File: src/rtl/serial_add_unit.sv
// rtl/serial_add_unit.sv - bit-serial adder, LSB first, one full-adder slice built from two half adders
// Optional subtract mode enabled by defining SERIAL_ADD_SUB_EN (adds the sub input port).

module halfadder (
  input  logic i_a,
  input  logic i_b,
  output logic o_s,
  output logic o_c
);
  assign o_s = i_a ^ i_b;
  assign o_c = i_a & i_b;
endmodule

module serial_add_unit #(
  parameter int WIDTH = 32
) (
  input  logic             clk,
  input  logic             rst,
  input  logic             start,
  input  logic [WIDTH-1:0] a,
  input  logic [WIDTH-1:0] b,
  input  logic             cin,
`ifdef SERIAL_ADD_SUB_EN
  input  logic             sub,
`endif
  output logic             busy,
  output logic             done,
  output logic [WIDTH-1:0] sum,
  output logic             cout,
  output logic             overflow
);
  localparam int CW = $clog2(WIDTH) + 1;

  typedef enum logic [1:0] {
    S_IDLE  = 2'd0,
    S_SHIFT = 2'd1,
    S_DONE  = 2'd2
  } state_t;

  state_t           r_state;
  state_t           w_next;
  logic [WIDTH-1:0] r_a;
  logic [WIDTH-1:0] r_b;
  logic [WIDTH-1:0] r_sum;
  logic             r_c;
  logic [CW-1:0]    r_cnt;
  logic             r_cout;
  logic             r_ovf;

  logic             w_s0;
  logic             w_c0;
  logic             w_sbit;
  logic             w_c1;
  logic             w_cnext;
  logic             w_last;
  logic [WIDTH-1:0] w_b_load;
  logic             w_c_load;

`ifdef SERIAL_ADD_SUB_EN
  // Subtract as a + ~b + 1; cout then reads as NOT borrow.
  assign w_b_load = sub ? ~b : b;
  assign w_c_load = sub ? 1'b1 : cin;
`else
  assign w_b_load = b;
  assign w_c_load = cin;
`endif

  halfadder u_ha0 (.i_a(r_a[0]), .i_b(r_b[0]), .o_s(w_s0),   .o_c(w_c0));
  halfadder u_ha1 (.i_a(w_s0),   .i_b(r_c),    .o_s(w_sbit), .o_c(w_c1));
  assign w_cnext = w_c0 | w_c1;
  assign w_last  = (r_cnt == CW'(WIDTH - 1));

  always_ff @(posedge clk) begin
    if (rst) r_state <= S_IDLE;
    else     r_state <= w_next;
  end

  always_comb begin
    w_next = r_state;
    case (r_state)
      S_IDLE:  if (start) w_next = S_SHIFT;
      S_SHIFT: if (w_last) w_next = S_DONE;
      S_DONE:  w_next = start ? S_SHIFT : S_IDLE;
      default: w_next = S_IDLE;
    endcase
  end

  always_comb begin
    busy = 1'b0;
    done = 1'b0;
    case (r_state)
      S_SHIFT: busy = 1'b1;
      S_DONE:  done = 1'b1;
      default: ;
    endcase
  end

  always_ff @(posedge clk) begin
    if (rst) begin
      r_a    <= '0;
      r_b    <= '0;
      r_sum  <= '0;
      r_c    <= 1'b0;
      r_cnt  <= '0;
      r_cout <= 1'b0;
      r_ovf  <= 1'b0;
    end else begin
      case (r_state)
        S_IDLE, S_DONE: begin
          if (start) begin
            r_a   <= a;
            r_b   <= w_b_load;
            r_c   <= w_c_load;
            r_cnt <= '0;
          end
        end
        S_SHIFT: begin
          r_a   <= r_a >> 1;
          r_b   <= r_b >> 1;
          r_sum <= {w_sbit, r_sum[WIDTH-1:1]};
          r_c   <= w_cnext;
          r_cnt <= r_cnt + 1'b1;
          // On the MSB slice r_c is the carry into bit WIDTH-1.
          if (w_last) begin
            r_cout <= w_cnext;
            r_ovf  <= r_c ^ w_cnext;
          end
        end
        default: ;
      endcase
    end
  end

  assign sum      = r_sum;
  assign cout     = r_cout;
  assign overflow = r_ovf;
endmodule

File: config.mk
export PLATFORM = sky130hd
export DESIGN_NAME = serial_add_unit
export DESIGN_NICKNAME = d
export VERILOG_FILES = /design/src/rtl/serial_add_unit.sv
export SDC_FILE = /design/constraint.sdc
export NUM_CORES = 1
export LEC_CHECK = 0
export CAP_MARGIN = 20
export CORE_AREA = 4 4 102 104
export DETAILED_ROUTE_END_ITERATION = 10
export DIE_AREA = 0 0 106 108
export GPL_ROUTABILITY_DRIVEN = 0
export MAX_ROUTING_LAYER = met4
export PLACE_DENSITY = 0.73
export SLEW_MARGIN = 20
export SYNTH_ARGS = -nofsm -noshare
export SYNTH_HDL_FRONTEND = slang
export SYNTH_SLANG_ARGS = --single-unit
export TNS_END_PERCENT = 50
File: constraint.sdc
create_clock -name clk -period 1.65 [get_ports clk]
set_clock_uncertainty 0.15 [all_clocks]
set_input_delay 0.4125 -clock clk [delete_from_list [all_inputs] [get_ports clk]]
set_output_delay 0.4125 -clock clk [all_outputs]
set_load 0.03 [all_outputs]
==> qor.yml <==
global_routing:
  groute.usage.overall_pct: 18.6
  grt-ovfl-total: 0
  antenna_violations_before_repair: 0
  grt_pass1_vias: 3503
  grt_pass1_wl_mm: 16.9
  pin_count_of_the_biggest_net_entering_global_routing: 46
floorplan:
  io-pin-count: 104
  design.die.area_um2: 11400
  initial_utilization_pct: 44.1
  die_width_um: 106
  core_region_area_um2: 9550
  die_h_um: 108
  rows: 36
setup_path:
  timing.setup.critical_path_class: "flop to output pin"
  reg_to_reg_startpoint: "r_state[0]$_SDFFE_PP0P_"
  arrival_ns: 1.09
  critPathLaunch: "r_state[0]$_SDFFE_PP0P_"
  setup.worst_path.start_class: "flop"
  worst-endpoint-required_ns: 1.09
  path_max_fanout: 2
  worstSetupEndpointType: "output pin"
  reg2regPathDepth: 6
flow_run:
  drv_cap: 0
sta:
  grt_setup_unrepaired: "yes"
  slew_viol_final: 0
  slew_headroom_pct: 81.1
  final_min_period_over_clock_period_pct: 100
  postLayoutSetupSlackWorst_ns: -0.00715
  fin_setup_tns_ns: -0.00715
  setup_viol: 1
  hold_viol_final: 0
  post-route-min-period_ns: 1.66
  worst_slew_pin_slew_ns: 0.284
  fmax_mhz: 603
cells_and_area:
  final_nets: 655
  post-route-cell-area_um2: 5710
  fraction_of_layout_instances_using_a_drive_strength_above_1_pct: 15.4
  area_growth_pct: 35.6
  nFillCells: 884
  n_antenna_cell: 0
clocking:
  cts.htree.levels: 3
  cts_hold_buf: 0
  cts.root.buffer_cell: "clkbuf_8"
  cts.sink_count: 107
  worstSkewPairLatency_ns: 0.36
  clk_transition_reported_paths_ns: 0.10
  cts_buffer_depth: 2
  tritoncts.num_buffers: 9
  cts_tree: "done"
logic_synthesis:
  yosysTopAreaCellShare_pct: 50.8
  post_synth.cell_area_avg_um2: 8.60
  yosysSeqAreaShare_pct: 50.8
  yosys_warnings: 0
  post_synth_num_cell_types: 26
  synth_largest_area_cell: "dfxtp_1"
  synth_top_cells_by_area: "dfxtp_1 (51%), a21oi_1 (12%), a22oi_1 (11%)"
  postSynthRegisterBits: 107
  syn_area_um2: 4220
  syn-num-nets: 560
  synth_cells: 490
worst_hold_path:
  min-delay-start: "rst"
  kind_of_path_behind_the_tightest_hold_check: "primary input to flop"
  hold_path_depth: 2
placement:
  post-dp-hpwl_mm: 7.14
  portBuffers: 103
  cell_area_reported_after_detailed_placement_um2: 5470
route:
  ant_nets: 0
  routed_wire_length_mm: 10.6
  drt_pass_1_iters: 4
  drt_iter0_drc: 196
  avgViaCountPerCell: 5.40
  remaining_drc_errors: 0
  post_drt_wl_per_cell_um: 14.6
  via_count: 3906
power:
  power.density_nw_per_um2: 895
  netSwitchingPower_mw: 1.33
  vdd.ir_drop.worst_v: 0.000482
  p_seq_share_pct: 54.2
  combinationalPowerShare_pct: 15.3
  p_leak_nw: 2.02
  internal_power_mw: 3.79
  clockPowerShare_pct: 30.5
  switching_share_pct: 26.0
run_status:
  status: "finished with violations"
  violated_checks: "setup timing"
cells in the mapped netlist:
| cell type | n |
|---|---|
| a31oi_1 | 2 |
| a311oi_1 | 1 |
| dfxtp_1 | 107 |
| mux2i_1 | 1 |
| a21oi_1 | 100 |
| fa_1 | 1 |
| mux2_1 | 2 |
| inv_2 | 1 |
| a211oi_1 | 2 |
| buf_6 | 2 |
| nand2_1 | 67 |
| nand4_1 | 2 |
| nor3b_1 | 2 |
| xnor2_1 | 1 |
| ha_1 | 1 |
| nor2_1 | 3 |
| nand3_1 | 70 |
| clkbuf_1 | 16 |
| nor2b_1 | 4 |
| buf_2 | 28 |
| a22oi_1 | 63 |
| nand2b_1 | 5 |
| or3_1 | 1 |
| buf_4 | 4 |
| and3_1 | 3 |
| mux2_2 | 1 |
sequential cells by signal, indices dropped and copies added, names as in the netlist:
| signal | flops |
|---|---|
| r_a | 32 |
| r_c | 1 |
| r_state | 2 |
| cout | 1 |
| r_b | 32 |
| sum | 32 |
| overflow | 1 |
| r_cnt | 6 |
metal layers:
metal,vias up,global-route usage (%),part of all wire [%]
li1,1950,-,-
met1,1819,23.9,45
met2,129,29.6,48
met3,8,4.78,5.9
met4,0,4.72,0.93
met5,-,-,0
layout make-up:
cell class	count	area, um2	area share, %
repair inverters	1	8.76	0.153
well taps	133	166	2.91
flip-flops and latches	107	2150	37.6
clock buffers	10	128	2.23
repair buffers	133	1340	23.5
clock inverters	6	66.3	1.16
multi-input cells	332	1840	32.2
inverters	1	16.3	0.285
logic make-up (layout without fill, tap and decap cells):
kind of cell             count (synthesis)  in the layout  synth area share (%)
multiplexers                             4              4                  1.04
XOR/XNOR                                 1              1                 0.208
flip-flops                             107            107                  50.8
buffers and inverters                   51            151                  6.08
adder cells (fa/ha/maj)                  2              2                 0.772
AND/OR/NAND/NOR                        157            157                  17.1
AO/OA/AOI/OAI                          168            168                  24.0
power by group through the flow:
stage | clock network [mW] | registers [mW] | logic, mW
floorplan | 0 | 2.81 | 0.422
global placement | 0 | 2.82 | 0.726
detailed placement | 0 | 2.83 | 0.744
CTS | 1.61 | 2.77 | 0.756
global route | 1.72 | 2.78 | 0.862
finish | 1.56 | 2.77 | 0.783
stage by stage:
step	hold WS (ns)	worst slack (ns)	power (mW)	utilization, %	instances
finish	0.278	-0.00715	5.12	59.8	723
global route	0.282	-0.0550	5.37	59.8	723
CTS	0.260	-0.0749	5.14	60.0	717
detailed placement	0.312	-0.269	3.57	57.2	701
global placement	0.304	-0.220	3.55	57.2	701
floorplan	0.298	0.165	3.24	-	490
path summary, 6_finish.rpt:
kind / to / slack, ns
max: done / -0.007
min: r_b[3]$_SDFFE_PP0P_ / 0.28
max reg2reg: r_b[25]$_SDFFE_PP0P_ / 0.07
min reg2reg: r_a[10]$_SDFFE_PP0P_ / 0.32
timing repair:
item,CTS,global route
cloned,0,1
endpoints found under the setup margin,67,74
resized for setup,105,34
hold endpoints to repair,0,0
buffers inserted,0,5
worst max-delay path, stage by stage (launching register included):
cell and delay, ns:
dfxtp_4 0.37, buf_6 0.12, nor2b_4 0.12, buf_12 0.13
placed cells by master, fill, tap and decap left out, types with 9 or more instances in the layout:
cell and count:
a21oi_1 100, a22oi_1 63, buf_12 10, buf_2 14
buf_4 21, clkbuf_8 9, clkdlybuf4s15_2 18, clkdlybuf4s50_1 66
dfxtp_1 105, nand2_1 67, nand3_1 70
No activity file was read; power rests on OpenSTA's default activity.
